**config.mk**
```make
export PLATFORM = sky130hd
export DESIGN_NAME = mp_lane_unpacker
export DESIGN_NICKNAME = d
export VERILOG_FILES = /design/src/rtl/mp_types_pkg.sv /design/src/rtl/mp_lane_unpacker_extract.sv /design/src/rtl/mp_lane_unpacker.sv
export SDC_FILE = /design/constraint.sdc
export NUM_CORES = 1
export LEC_CHECK = 0
export CELL_PAD_IN_SITES_DETAIL_PLACEMENT = 1
export CELL_PAD_IN_SITES_GLOBAL_PLACEMENT = 1
export CORE_ASPECT_RATIO = 1.25
export CORE_MARGIN = 4
export CORE_UTILIZATION = 38
export CTS_BUF_LIST = sky130_fd_sc_hd__clkbuf_8
export DETAILED_ROUTE_END_ITERATION = 6
export HOLD_SLACK_MARGIN = 0.12
export PLACE_DENSITY_LB_ADDON = 0.1
export SLEW_MARGIN = 20
export SYNTH_ARGS = -nofsm -noshare
export SYNTH_HDL_FRONTEND = slang
export SYNTH_SLANG_ARGS = --single-unit
```
**constraint.sdc**
```tcl
create_clock -name clk -period 3.5 [get_ports clk]
set_input_delay 1.05 -clock clk [delete_from_list [all_inputs] [get_ports clk]]
set_output_delay 1.05 -clock clk [all_outputs]
set_load 0.005 [all_outputs]
```
**src/rtl/mp_types_pkg.sv**
```systemverilog
// Shared precision types and element-width helpers for the mixed-precision datapath.
package mp_types;

  typedef enum logic [1:0] {
    PREC_INT8 = 2'b00,
    PREC_FP16 = 2'b01,
    PREC_FP32 = 2'b10,
    PREC_INT4 = 2'b11
  } prec_e;

  typedef enum logic {
    ST_IDLE = 1'b0,
    ST_EMIT = 1'b1
  } unpack_state_e;

  localparam int W_INT4 = 4;
  localparam int W_INT8 = 8;
  localparam int W_FP16 = 16;
  localparam int W_FP32 = 32;

  function automatic int elem_width(input prec_e prec);
    case (prec)
      PREC_INT4: return W_INT4;
      PREC_INT8: return W_INT8;
      PREC_FP16: return W_FP16;
      default:   return W_FP32;
    endcase
  endfunction

endpackage

```
**src/rtl/mp_lane_unpacker_extract.sv**
```systemverilog
// Combinational element selector: picks element idx out of a packed word and widens it to a lane.
module mp_elem_extract
  import mp_types::*;
#(
  parameter int W_BUS      = 64,
  parameter int W_OUT      = 32,
  parameter int SIGNED_INT = 1,
  parameter int IDX_W      = $clog2(W_BUS / 4)
) (
  input  logic [W_BUS-1:0] word,
  input  prec_e            prec,
  input  logic [IDX_W-1:0] idx,
  output logic [W_OUT-1:0] elem
);

  localparam int SH_W = $clog2(W_BUS);

  logic [SH_W-1:0]  shamt;
  logic [W_OUT-1:0] raw;

  // Integer lanes carry their sign into the upper bits; FP16 is zero-padded without conversion.
  function automatic logic [W_OUT-1:0] widen(input logic [W_OUT-1:0] val, input prec_e p);
    logic signed [3:0]       s4;
    logic signed [7:0]       s8;
    logic signed [W_OUT-1:0] ext;
    s4  = val[3:0];
    s8  = val[7:0];
    ext = '0;
    case (p)
      PREC_INT4: begin
        ext = W_OUT'(s4);
        return (SIGNED_INT != 0) ? ext : W_OUT'(val[3:0]);
      end
      PREC_INT8: begin
        ext = W_OUT'(s8);
        return (SIGNED_INT != 0) ? ext : W_OUT'(val[7:0]);
      end
      PREC_FP16: return W_OUT'(val[15:0]);
      default:   return val;
    endcase
  endfunction

  always_comb begin
    case (prec)
      PREC_INT4: shamt = SH_W'(idx) << 2;
      PREC_INT8: shamt = SH_W'(idx) << 3;
      PREC_FP16: shamt = SH_W'(idx) << 4;
      default:   shamt = SH_W'(idx) << 5;
    endcase
  end

  assign raw  = W_OUT'(word >> shamt);
  assign elem = widen(raw, prec);

endmodule

```
**src/rtl/mp_lane_unpacker.sv**
```systemverilog
// Streaming unpacker: holds one packed word and emits its elements LSB-first, one per handshake.
module mp_lane_unpacker
  import mp_types::*;
#(
  parameter int W_BUS      = 64,
  parameter int W_OUT      = 32,
  parameter int SIGNED_INT = 1
) (
  input  logic                         clk,
  input  logic                         rst,
  input  logic                         in_valid,
  output logic                         in_ready,
  input  logic [W_BUS-1:0]             in_data,
  input  logic [1:0]                   in_prec,
  input  logic                         abort,
  output logic                         out_valid,
  input  logic                         out_ready,
  output logic [W_OUT-1:0]             out_data,
  output logic [1:0]                   out_prec,
  output logic [$clog2(W_BUS/4)-1:0]   out_idx,
  output logic                         out_last
);

  localparam int IDX_W = $clog2(W_BUS / 4);

  unpack_state_e    state_q, state_d;
  logic [IDX_W-1:0] idx_p0, idx_d, last_idx;
  logic [W_BUS-1:0] data_p0;
  prec_e            prec_p0;
  logic [W_OUT-1:0] elem;
  logic             fire, load;

  assign last_idx  = IDX_W'(W_BUS / elem_width(prec_p0) - 1);
  assign out_valid = (state_q == ST_EMIT);
  assign out_last  = out_valid && (idx_p0 == last_idx);
  assign fire      = out_valid && out_ready;
  assign in_ready  = !rst && !abort && ((state_q == ST_IDLE) || (fire && out_last));
  assign load      = in_valid && in_ready;

  // Abort wins over every handshake; a word finishing with a new one waiting reloads in place.
  always_comb begin
    state_d = state_q;
    idx_d   = idx_p0;
    if (abort) begin
      state_d = ST_IDLE;
      idx_d   = '0;
    end else begin
      case (state_q)
        ST_IDLE: begin
          if (load) begin
            state_d = ST_EMIT;
            idx_d   = '0;
          end
        end
        ST_EMIT: begin
          if (fire) begin
            if (out_last) begin
              state_d = load ? ST_EMIT : ST_IDLE;
              idx_d   = '0;
            end else begin
              idx_d = idx_p0 + IDX_W'(1);
            end
          end
        end
      endcase
    end
  end

  // Stage p0: control state, element counter and word precision
  always_ff @(posedge clk or posedge rst) begin
    if (rst) begin
      state_q <= ST_IDLE;
      idx_p0  <= '0;
      prec_p0 <= PREC_INT8;
    end else begin
      state_q <= state_d;
      idx_p0  <= idx_d;
      if (load) prec_p0 <= prec_e'(in_prec);
    end
  end

  // Stage p0: held word payload
  always_ff @(posedge clk) begin
    if (load) data_p0 <= in_data;
  end

  mp_elem_extract #(
    .W_BUS     (W_BUS),
    .W_OUT     (W_OUT),
    .SIGNED_INT(SIGNED_INT),
    .IDX_W     (IDX_W)
  ) u_extract (
    .word(data_p0),
    .prec(prec_p0),
    .idx (idx_p0),
    .elem(elem)
  );

  assign out_data = out_valid ? elem : '0;
  assign out_prec = prec_p0;
  assign out_idx  = idx_p0;

endmodule
```
==> results by stage <==
Outcome:
- The run finished, with violations left.
- The checks that failed: negative setup slack.

Drt:
- The count of unresolved DRC violations after routing is 0.
- Using the TritonRoute via totals, the vias-per-cell ratio works out to 5.77.
- After detailed routing, the average wire length per cell comes to 22.4 um.
- The count of nets left with antenna violations once routing finished came out at 0.
- The first TritonRoute pass finished after 5 iterations.
- For this block, the initial DRC count from the detailed router was 302.
- Across all layers, the routed design uses 4923 vias.
- Summed over all layers, the routed wires come to 19100 um.

Timing:
- The remaining max-slew budget at the tightest pin is 37.9%.
- Setup repair after global routing could not meet its margin everywhere.
- The sum of negative setup slack is -18.22 ns.
- Derived from the worst setup path, the maximum achievable clock frequency is 238 MHz.
- Across all hold checks on the routed design, the worst slack comes to 0.684 ns.
- At the pin with the least slew margin, the transition time is 0.932 ns.
- The number of endpoints failing setup at the final stage is 34.
- The worst path uses 120% of the clock period.
- The post-layout minimum cycle time is 4.20 ns.
- Across all setup checks in the final design, the least slack found is -0.702 ns.
- The max-slew violation count is 0.
- The clock skew is 0.00577 ns.
- The final count of hold timing violations is 0.

Global route:
- The global-route wire length before repair is 29400 um.
- The number of global-route vias before repair is 5401.
- The number of antenna violations at the first check in global routing is 0.
- For this run the aggregate overflow at the end of global routing stands at 0.
- The maximum number of pins on one net before global-route repair is 65.
- The all-layer global routing usage is 24.2%.

Place:
- The congestion estimate from routability-driven global placement came to 0.876.
- The post-DP HPWL is 12700 um.
- The number of placed instances, taps included is 779.
- The number of buffers added on ports is 111.
- Before CTS, the worst setup slack after placement is -0.674 ns.

CTS:
- Clock-pin slew was measured on the worst setup and hold paths at 0.08 ns.
- The clock latency at the later pin of the worst-skew pair is 0.38 ns.
- The tree is rooted in a clkbuf_8.
- The TritonCTS clock tree is done.
- The number of levels in the clock H-tree is 3.
- After clock tree synthesis, the flow added hold-fix buffers numbering 0.
- CTS saw 71 sinks.
- The number of buffers added by the clock tree synthesis step is 9.
- The number of buffers between clock root and the deepest sink is 2.

Power:
- The power per cell area is 366 mW/mm2.
- Summed over all cells, the static leakage comes to 3.21 nW.
- IR analysis of the VDD net gives a maximum drop of 0.226 mV.
- The post-route total power is 0.00302 W.

Synth:
- When the netlist entered floorplanning its net count stood at 536.
- The synthesized netlist occupies a cell area of 0.00516 mm2.
- The synthesized design contains 71 register bits.
- Yosys printed 0 warnings.
- The post-synthesis cell type count is 66.
- The most used flip-flop cell after synthesis is edfxtp_1.
- The portion of the post-synthesis area used by sequential elements is 40.7%.
- The synthesized design contains 64 enable-type register cells.
- The average instance in the mapped netlist occupies 11.4 um2.
- In the synthesized netlist the async set-or-reset flop fraction comes to 9.86%.
- Synthesis produced 454 cells.

Floorplanning:
- Measured along the x axis, the die boundary spans 112 um.
- Row generation in the floorplan step produced 47 rows.
- After floorplanning, the core was sized to cover 0.0133 mm2.
- The die covers 0.0155 mm2.
- The number of top-level pins is 112.
- The floorplan step set the die height to 138 um.
- Once the floorplan was initialized, standard cells occupied 38.8% of the core.

Critical path:
- At the worst endpoint, the required time is 2.45 ns.
- The worst setup path is launched from a flop.
- For the worst setup path, the data arrival time is 3.15 ns.
- The critical path class is flop to primary output.
- The maximum net fanout on the critical path is 8.
- The worst setup path is captured at a primary output.

Finish:
- The count of nets after finishing is 759.
- In the layout the commonest cells are 97 x buf_4, 77 x clkdlybuf4s50_1, 74 x nand2_1.
- The antenna diode instance count is 0.
- For this run, the number of standard cells in the final layout without fillers is 853.
- The leading cell type in the layout, fill and taps excluded is buf_4.
- The layout overhead on the synthesized area is 60.0%.
- In the final layout, the share of cells above drive strength 1 is 47.9%.

Min path:
- The class of the worst hold path is flop to flop.

Flow run:
- Across the run, the number of max-cap violations was 0.
[state kept, by name, indices dropped and copies added (netlist names)]
name       count
data_p0       64
out_idx        4
out_valid      1
out_prec       2
[routing by layer]
| metal | part of all wire [%] | up-vias | global-route usage (%) |
|---|---|---|---|
| met5 | 0 | - | 0 |
| met4 | 1.9 | 0 | 9.24 |
| met3 | 5.1 | 27 | 5.07 |
| met2 | 55 | 151 | 43.9 |
| met1 | 38 | 2538 | 27.8 |
| li1 | - | 2207 | - |
[final timing paths]
path	slack, ns	from	cells after the start	to
worst min register to register	0.68	out_idx[3]$_DFFE_PP0P_	2	out_idx[3]$_DFFE_PP0P_
worst max register to register	0.42	out_prec[0]$_DFFE_PP0P_	12	data_p0[3]$_DFFE_PP_
max in group asynchronous	2.29	rst	2	out_prec[1]$_DFFE_PP0P_
worst min-delay path	0.68	out_idx[3]$_DFFE_PP0P_	2	out_idx[3]$_DFFE_PP0P_
min in group asynchronous	0.96	rst	2	out_valid$_DFF_PP0_
worst max-delay path	-0.70	out_prec[0]$_DFFE_PP0P_	12	out_data[28]
[final cells by class]
class	instances	area, um2
Fill cell	1380	5040
Multi-Input combinational cell	336	3310
Timing Repair Buffer	251	2330
Sequential cell	71	2100
Tap cell	171	214
Clock inverter	7	136
Clock buffer	9	124
Inverter	8	40.0
[kinds of logic after synthesis]
kind of cell / synth area share [%]
flip-flops: 40.7
AND/OR/NAND/NOR: 14.2
adder cells (fa/ha/maj): 2.67
buffers and inverters: 4.83
XOR/XNOR: 0.679
AO/OA/AOI/OAI: 15.1
multiplexers: 21.8
[power breakdown]
| part | internal [W] | switching, W | total (W) |
|---|---|---|---|
| Clock | 0.000541 | 0.000336 | 0.000877 |
| Combinational | 0.000589 | 0.000565 | 0.00115 |
| Sequential | 0.000957 | 0.0000340 | 0.000991 |
[synthesized netlist by cell type (all sizes together) (3+ instances only)]
master	instances	area (um2)
mux2i	10	100
nand4	6	37.5
a21oi	35	209
a31oi	10	77.6
nor2	18	80.1
edfxtp	64	1920
a22o	4	35.0
clkbuf	16	60.1
dfrtp	7	175
a31o	3	26.3
o21ai	22	114
o22a	3	26.3
nand3	15	75.1
o31ai	6	55.1
mux4	44	991
buf	23	159
nor3	4	25.0
o22ai	3	25.0
inv	8	30.0
and3	9	56.3
mux2	3	33.8
o211ai	3	22.5
nor2b	6	37.5
ha	11	138
nand2	88	333
[stage by stage]
step                      util, %  area [um2]
after global placement       52.4        6960
after detailed placement     52.4        6960
after CTS                    60.1        7990
after global routing         62.1        8250
after floorplan                 -        5160
final                        62.1        8250
[worst max-delay path, cell delays in order, from the launching register on]
cell and delay (ns):
dfrtp_1 0.44, buf_6 0.13, ha_4 0.20, a22oi_4 0.11
nor2_4 0.19, mux4_2 0.58, o32ai_4 0.16, nor2_4 0.11
o31ai_4 0.38, buf_6 0.20, buf_6 0.10, a21oi_2 0.03
buf_2 0.13
[what timing repair did]
item / CTS / global route
pin swaps: 31 / 28
setup endpoints to repair: 34 / 34
buffers inserted: 53 / 14
gates cloned: 2 / 0
resized for setup: 253 / 50
No activity file was read; power rests on OpenSTA's default activity.
